$ cat config.mk
export PLATFORM = sky130hd
export DESIGN_NAME = button_event_decoder_flat
export DESIGN_NICKNAME = d
export VERILOG_FILES = /design/src/rtl/button_event_decoder_pkg.sv /design/src/rtl/button_event_decoder_if.sv /design/src/rtl/button_edge_detect.sv /design/src/rtl/button_event_decoder.sv /design/src/flat_wrapper.sv
export SDC_FILE = /design/constraint.sdc
export NUM_CORES = 1
export LEC_CHECK = 0
export CAP_MARGIN = 20
export CORE_MARGIN = 2
export CORE_UTILIZATION = 45
export DETAILED_ROUTE_END_ITERATION = 12
export SYNTH_ARGS = -nofsm -noshare
export SYNTH_HDL_FRONTEND = slang
export SYNTH_SLANG_ARGS = --single-unit
$ cat constraint.sdc
create_clock -name i_CLOCK_SOURCE -period 2.5 [get_ports i_CLOCK_SOURCE]
set_input_delay 0.5 -clock i_CLOCK_SOURCE [delete_from_list [all_inputs] [get_ports i_CLOCK_SOURCE]]
set_output_delay 0.5 -clock i_CLOCK_SOURCE [all_outputs]
set_load 0.02 [all_outputs]
$ cat src/rtl/button_event_decoder_pkg.sv
// Shared types and default timing for the button gesture decoder.
// Defaults are derived from the 50 MHz board clock.
package button_event_decoder_pkg;

    localparam int unsigned CLK_HZ                    = 50_000_000;
    localparam int unsigned LONG_PRESS_CYCLES_DEFAULT = CLK_HZ / 2;
    localparam int unsigned DOUBLE_GAP_CYCLES_DEFAULT = CLK_HZ / 4;
    localparam int unsigned COUNT_WIDTH_DEFAULT       = 25;

    typedef enum logic [2:0] {
        IDLE      = 3'd0,
        PRESS1    = 3'd1,
        LONG_HOLD = 3'd2,
        GAP       = 3'd3,
        PRESS2    = 3'd4
    } state_e;

endpackage

$ cat src/rtl/button_event_decoder_if.sv
// Button level in, gesture events and status out.
// The decoder takes the slave side of this interface.
interface button_event_decoder_if;

    logic i_FILTER_SIGNAL;
    logic o_SINGLE_CLICK;
    logic o_DOUBLE_CLICK;
    logic o_LONG_PRESS;
    logic o_HELD;
    logic o_BUSY;

    modport master (
        output i_FILTER_SIGNAL,
        input  o_SINGLE_CLICK, o_DOUBLE_CLICK, o_LONG_PRESS, o_HELD, o_BUSY
    );

    modport slave (
        input  i_FILTER_SIGNAL,
        output o_SINGLE_CLICK, o_DOUBLE_CLICK, o_LONG_PRESS, o_HELD, o_BUSY
    );

endinterface

$ cat src/rtl/button_edge_detect.sv
// Rise/fall detector for a synchronous button level.
// The previous-level register resets high, so a button held through reset gives no rise.
module button_edge_detect (
    input  logic clk,
    input  logic rst,
    input  logic level,
    output logic rise,
    output logic fall
);

    logic prev_q;
    logic prev_d;

    always_comb begin
        prev_d = level;
    end

    always_ff @(posedge clk) begin
        if (rst) begin
            prev_q <= 1'b1;
        end else begin
            prev_q <= prev_d;
        end
    end

    assign rise = level & ~prev_q;
    assign fall = ~level & prev_q;

endmodule

$ cat src/rtl/button_event_decoder.sv
// Classifies debounced button activity into single click, double click and long press.
// Event outputs are one-cycle registered pulses; held/busy are registered levels.
module button_event_decoder
    import button_event_decoder_pkg::*;
#(
    parameter int unsigned LONG_PRESS_CYCLES = LONG_PRESS_CYCLES_DEFAULT,
    parameter int unsigned DOUBLE_GAP_CYCLES = DOUBLE_GAP_CYCLES_DEFAULT,
    parameter int unsigned COUNT_WIDTH       = COUNT_WIDTH_DEFAULT
) (
    input  logic                  i_CLOCK_SOURCE,
    input  logic                  i_RESET,
    button_event_decoder_if.slave bus
);

    localparam logic [COUNT_WIDTH-1:0] LONG_LAST = COUNT_WIDTH'(LONG_PRESS_CYCLES - 1);
    localparam logic [COUNT_WIDTH-1:0] GAP_LAST  = COUNT_WIDTH'(DOUBLE_GAP_CYCLES - 1);

    logic rise;
    logic fall;

    state_e                 state_q,  state_d;
    logic [COUNT_WIDTH-1:0] count_q,  count_d;
    logic                   single_q, single_d;
    logic                   double_q, double_d;
    logic                   long_q,   long_d;
    logic                   held_q,   held_d;
    logic                   busy_q,   busy_d;

    button_edge_detect u_edge (
        .clk   (i_CLOCK_SOURCE),
        .rst   (i_RESET),
        .level (bus.i_FILTER_SIGNAL),
        .rise  (rise),
        .fall  (fall)
    );

    always_comb begin
        state_d  = state_q;
        count_d  = count_q + 1'b1;
        single_d = 1'b0;
        double_d = 1'b0;
        long_d   = 1'b0;
        unique case (state_q)
            IDLE: begin
                count_d = '0;
                if (rise) state_d = PRESS1;
            end
            PRESS1, PRESS2: begin
                // Release takes priority over reaching the long-press threshold.
                if (fall) begin
                    count_d = '0;
                    if (state_q == PRESS2) begin
                        double_d = 1'b1;
                        state_d  = IDLE;
                    end else begin
                        state_d = GAP;
                    end
                end else if (count_q == LONG_LAST) begin
                    count_d = '0;
                    long_d  = 1'b1;
                    state_d = LONG_HOLD;
                end
            end
            LONG_HOLD: begin
                count_d = '0;
                if (fall) state_d = IDLE;
            end
            GAP: begin
                // A second press on the timeout edge still counts as a double click.
                if (rise) begin
                    count_d = '0;
                    state_d = PRESS2;
                end else if (count_q == GAP_LAST) begin
                    count_d  = '0;
                    single_d = 1'b1;
                    state_d  = IDLE;
                end
            end
            default: begin
                count_d = '0;
                state_d = IDLE;
            end
        endcase
        held_d = (state_d == LONG_HOLD);
        busy_d = (state_d != IDLE);
    end

    always_ff @(posedge i_CLOCK_SOURCE) begin
        if (i_RESET) begin
            state_q  <= IDLE;
            count_q  <= '0;
            single_q <= 1'b0;
            double_q <= 1'b0;
            long_q   <= 1'b0;
            held_q   <= 1'b0;
            busy_q   <= 1'b0;
        end else begin
            state_q  <= state_d;
            count_q  <= count_d;
            single_q <= single_d;
            double_q <= double_d;
            long_q   <= long_d;
            held_q   <= held_d;
            busy_q   <= busy_d;
        end
    end

    assign bus.o_SINGLE_CLICK = single_q;
    assign bus.o_DOUBLE_CLICK = double_q;
    assign bus.o_LONG_PRESS   = long_q;
    assign bus.o_HELD         = held_q;
    assign bus.o_BUSY         = busy_q;

endmodule

$ cat src/flat_wrapper.sv
// flat-port wrapper written by rule: the top's interface ports become plain ports
module button_event_decoder_flat import button_event_decoder_pkg::*;
#(
    parameter int unsigned LONG_PRESS_CYCLES = LONG_PRESS_CYCLES_DEFAULT,
    parameter int unsigned DOUBLE_GAP_CYCLES = DOUBLE_GAP_CYCLES_DEFAULT,
    parameter int unsigned COUNT_WIDTH       = COUNT_WIDTH_DEFAULT
)
  (i_CLOCK_SOURCE, i_RESET, bus_i_FILTER_SIGNAL, bus_o_SINGLE_CLICK, bus_o_DOUBLE_CLICK, bus_o_LONG_PRESS, bus_o_HELD, bus_o_BUSY);
  button_event_decoder_if bus_i ();
  input  logic i_CLOCK_SOURCE;
  input  logic i_RESET;
  input wire logic [$bits(bus_i.i_FILTER_SIGNAL)-1:0] bus_i_FILTER_SIGNAL;
  output wire logic [$bits(bus_i.o_SINGLE_CLICK)-1:0] bus_o_SINGLE_CLICK;
  output wire logic [$bits(bus_i.o_DOUBLE_CLICK)-1:0] bus_o_DOUBLE_CLICK;
  output wire logic [$bits(bus_i.o_LONG_PRESS)-1:0] bus_o_LONG_PRESS;
  output wire logic [$bits(bus_i.o_HELD)-1:0] bus_o_HELD;
  output wire logic [$bits(bus_i.o_BUSY)-1:0] bus_o_BUSY;
  assign bus_i.i_FILTER_SIGNAL = bus_i_FILTER_SIGNAL;
  assign bus_o_SINGLE_CLICK = bus_i.o_SINGLE_CLICK;
  assign bus_o_DOUBLE_CLICK = bus_i.o_DOUBLE_CLICK;
  assign bus_o_LONG_PRESS = bus_i.o_LONG_PRESS;
  assign bus_o_HELD = bus_i.o_HELD;
  assign bus_o_BUSY = bus_i.o_BUSY;
  button_event_decoder #(.LONG_PRESS_CYCLES(LONG_PRESS_CYCLES), .DOUBLE_GAP_CYCLES(DOUBLE_GAP_CYCLES), .COUNT_WIDTH(COUNT_WIDTH)) u_core (.i_CLOCK_SOURCE(i_CLOCK_SOURCE), .i_RESET(i_RESET), .bus(bus_i));
endmodule
== After elaboration in Yosys (flattened, before gate mapping) ==
Cells that the tools add are included.
Storage, ports and cells
  flip-flop bits (word level): 34
  input port bits: 3
Operators by class
  add/sub/neg operators: 1
  equality and inequality tests: 7
  mux-type cells: 16
  bitwise operators: 7
  reductions and logical operators: 6
Operators with widths (number)
  $mux W25: 4
  $pmux W25 S2: 1
  $add A25 B1 Y25 const B: 1
  $eq A25 B24 Y1 const B: 1
  $eq A25 B25 Y1 const B: 1
  $mux W3: 6
  $pmux W3 S4: 1
  $eq A3 B2 Y1 const B: 3
  $reduce_or A3 Y1: 3
  $not A1 Y1: 5
  $eq A3 B1 Y1 const B: 1
  $eq A3 B3 Y1 const B: 1
  $logic_not A3 Y1: 1
  $mux W1: 3
  $reduce_bool A3 Y1: 1
  $and A1 B1 Y1: 2
  $mux W2: 1
  $reduce_or A2 Y1: 1

== Longest topological paths before layout ==
  depth in word-level cells: 5
  mapped depth: 7

== By module ==
From an unflattened synthesis, not the netlist that was laid out.
Unflattened totals
  cell total of the unflattened synthesis: 179
  area, all modules: 1575.3 sq um
Modules (own cells, without submodules)
  button_event_decoder: times used 1, cells an instance 175, area each 1535.2 sq um
  button_edge_detect: times used 1, cells an instance 4, area each 40.0 sq um

== Worst setup path after synthesis ==
Ideal clock, no wire load.
  path type: reg-to-reg
  from: register u_core.count_q[7]
  to: register u_core.count_q[13]
  library setup time: 0.115 ns
  arrival time: 1.952 ns
  slack: 0.433 ns
  cell stages (with the launch flop): 7
  period minus slack after synthesis: 2.067 ns
  path through: dfxtp_1 or4_4 or4_4 o21ai_0 a21o_2 buf_4 nor2_1
Between the ends
  longest elaborated chain between the ends: 4
RTL lines
  from (decl): line button_event_decoder.sv:22  | logic [COUNT_WIDTH-1:0] count_q, count_d;
  from (signal assigned): line button_event_decoder.sv:99  | count_q <= count_d;
  $add A25 B1 Y25, or another cell as far along: line button_event_decoder.sv:39  | count_d = count_q + 1'b1;
  $mux W25, on equally long branches: line button_event_decoder.sv:73, button_event_decoder.sv:58
  $mux W25, on equally long branches: line button_event_decoder.sv:70, button_event_decoder.sv:50
  $pmux W25 S2 (*): line button_event_decoder.sv:43  | unique case (state_q)
Mark *: on every way between the ends. The rest lies on a longest branch, timed or not.
A chain may end at the register's enable or synchronous reset.

== Worst setup path after layout ==
  from: register u_core.count_q[7]
  to: register u_core.count_q[3]
Between the ends
  longest elaborated chain between the ends: 4
RTL lines (line)
  $eq A25 B24 Y1 or $eq A25 B25 Y1 (tied branches): button_event_decoder.sv:73, button_event_decoder.sv:58
  $mux W25, on equally long branches: button_event_decoder.sv:73, button_event_decoder.sv:58
  $mux W25, on equally long branches: button_event_decoder.sv:70, button_event_decoder.sv:50
  $pmux W25 S2 (*): button_event_decoder.sv:43
Marked as above.

==> results.ini <==
[layout]
finalNonFillerCells=239
syn2layout_area_growth_pct=12.10
drive_gt1_frac=0.09845
diodes=0
fillCellCount=348
final_area_mm2=0.001773
layout.nets=196

[flow_run]
maxCapViolCount=0

[global_route]
grt_pass1_vias=1227
grt.overflow.total=0
grtUsageTotal=0.1712
grt_max_degree=26
grt_antenna_before_repair=0
grt_pass1_wl_um=5464

[placed_design]
place_area_mm2=0.001707
post-dp-hpwl_um=2196
numPortBuffers=7
dp.cells=231
dp_slack_ns=0.1711
gp_congestion=0.8512

[logic_synthesis]
synth_warnings=0
syn_inst=179
async_reset_ff_frac=0
synth_edf_count=0
ys_ff_latch=34
synth_top_area_frac=0.4304
synthTopCellsByArea=dfxtp_1 (43%), nor2_1 (7.8%), xnor2_1 (7.2%)
synth_flop_cell=dfxtp_1
syn_nets=183
synthesis.area_mm2=0.001582
yosysSeqAreaShare=0.4304
ys_types=38
yosys.area.top_type=dfxtp_1
syn_avg_cell_area_um2=8.835

[drt]
drc=0
first_iter_violations=76
wl_um=3049
postRouteAntennaNets=0
vias=1285
vias_per_cell=5.377
wl_per_cell_um=12.76
dr.pass1.iters=4

[clocking]
h-tree-depth=2
root_buffer=clkbuf_4
cts.sink_count=34
path_clk_slew_ns=0.10
cts_tree=done
clockBufferDepth=2
clk_latency_ns=0.33
cts_made_buffers=5
cts_hold_buf=0
post_cts_buffers=0

[power_and_ir_drop]
p_seq_frac=0.612
p_clk_frac=0.345
power_density_mw_per_mm2=506.3
total_leakage_power_nw=0.5598
p_int_mw=0.6995
ir_drop_mv=0.2955
p_comb_frac=0.042
p_switching_mw=0.1982
netSwitchingFraction=0.2208

[sta]
finalClockSkew_ns=0.005798
hold_ws_ns=0.4666
period_share=0.9005
fin_tns_setup_ns=0
drv_slew=0
setup_viol=0
fmax_mhz=444.2
hold_viol_final=0
rsz0062_at_grt=no
final.setup.worst_slack_ns=0.2487
worstMarginPinSlew_ns=0.4883
post-route-min-period_ns=2.251
slew_headroom=0.6714

[run_status]
outcome=completed

[floorplanning]
rows=21
die_width_um=63.29
core_mm2=0.003363
io-pin-count=8
start_util=0.4702
die_y_um=63.29
dieArea_mm2=0.004005

[setup_path]
start_kind=flip-flop
critPathRequiredTime_ns=2.72
crit_fanout=25
worstRegToRegCells=5
worstSetupPathType=reg -> reg
worst-endpoint-arrival_ns=2.47
endpoint_kind=flip-flop

[min_path]
whs_path_depth=1
hp-class=reg -> reg

## cell usage after synthesis, drive strengths merged (4+ instances only)
| library cell | instances |
|---|---|
| nor2 | 33 |
| dfxtp | 34 |
| inv | 4 |
| nor4 | 6 |
| xor2 | 10 |
| nand4 | 5 |
| nand3 | 11 |
| xnor2 | 13 |
| nand2 | 11 |
| and4 | 4 |
| nor3 | 4 |
## placed cells by master (no fill, tap or decap), types with 5 or more instances in the layout
master / netlist / routed
clkdlybuf4s50_1: 0 / 7
nor4_1: 6 / 6
xor2_1: 10 / 10
clkbuf_4: 0 / 5
nand3_1: 11 / 11
nand2_1: 11 / 11
xnor2_1: 13 / 13
nand4_1: 5 / 5
dfxtp_1: 34 / 34
nor2_1: 33 / 33
## metrics by stage
step                power (mW)    util
global placement        0.5987  0.5074
CTS                     0.9068  0.5253
finish                  0.8977  0.5272
floorplan               0.5868       -
global route            0.9393  0.5272
detailed placement      0.5990  0.5074
## final cells by class
| class | count | area, um2 | area share |
|---|---|---|---|
| Inverter | 4 | 15.01 | 0.008469 |
| Multi-Input combinational cell | 137 | 867.1 | 0.4891 |
| Clock inverter | 1 | 5.005 | 0.002823 |
| Tap cell | 46 | 57.56 | 0.03246 |
| Clock buffer | 7 | 55.05 | 0.03105 |
| Sequential cell | 34 | 680.7 | 0.3839 |
| Timing Repair Buffer | 10 | 92.59 | 0.05222 |
## logic make-up after synthesis
kind of cell / count (synthesis) / synth area share
AND/OR/NAND/NOR: 96 / 0.3260
flip-flops: 34 / 0.4304
XOR/XNOR: 23 / 0.1274
AO/OA/AOI/OAI: 17 / 0.08307
buffers and inverters: 8 / 0.02530
adder cells (fa/ha/maj): 1 / 0.007910
## power by group through the flow
stage,combinational [mW],sequential (mW),clock [mW]
after floorplan,0.0231,0.564,0
after global placement,0.0368,0.562,0
after detailed placement,0.0369,0.562,0
after CTS,0.0372,0.550,0.320
after global routing,0.0423,0.550,0.347
final,0.0381,0.550,0.310
## final timing paths
check / from / end / slack, ns
worst max-delay path: u_core.count_q[7] / u_core.count_q[3] / 0.25
worst min-delay path: u_core.count_q[0] / u_core.count_q[0] / 0.47
worst max register to register: u_core.count_q[7] / u_core.count_q[3] / 0.25
worst min register to register: u_core.count_q[0] / u_core.count_q[0] / 0.47
## sequential cells by signal, summed over array words and instances, names as in the netlist
signal                     count
u_core.count_q                25
u_core.bus.o_LONG_PRESS        1
u_core.bus.o_HELD              1
u_core.bus.o_BUSY              1
u_core.state_q                 3
u_core.u_edge.prev_q           1
u_core.bus.o_SINGLE_CLICK      1
u_core.bus.o_DOUBLE_CLICK      1
## critical path, stage by stage, from the launching register on
cell and delay [ns]:
dfxtp_1 0.35, or4_4 0.54, or4_4 0.59, o21ai_0 0.24, a21o_4 0.32, nor2_1 0.09
## metal layers
layer / vias up / wire length, um / track usage
met4: 0 / 40 / 0.07880
met3: 5 / 146 / 0.04821
met1: 596 / 1417 / 0.2148
met2: 27 / 1444 / 0.2726
li1: 657 / - / -
met5: - / 0 / 0
## repair_timing
action / CTS / global route
setup endpoints to repair: 0 / 3
resized for setup: 0 / 1
hold endpoints to repair: 0 / 0
(Power assumes the default switching activity.)
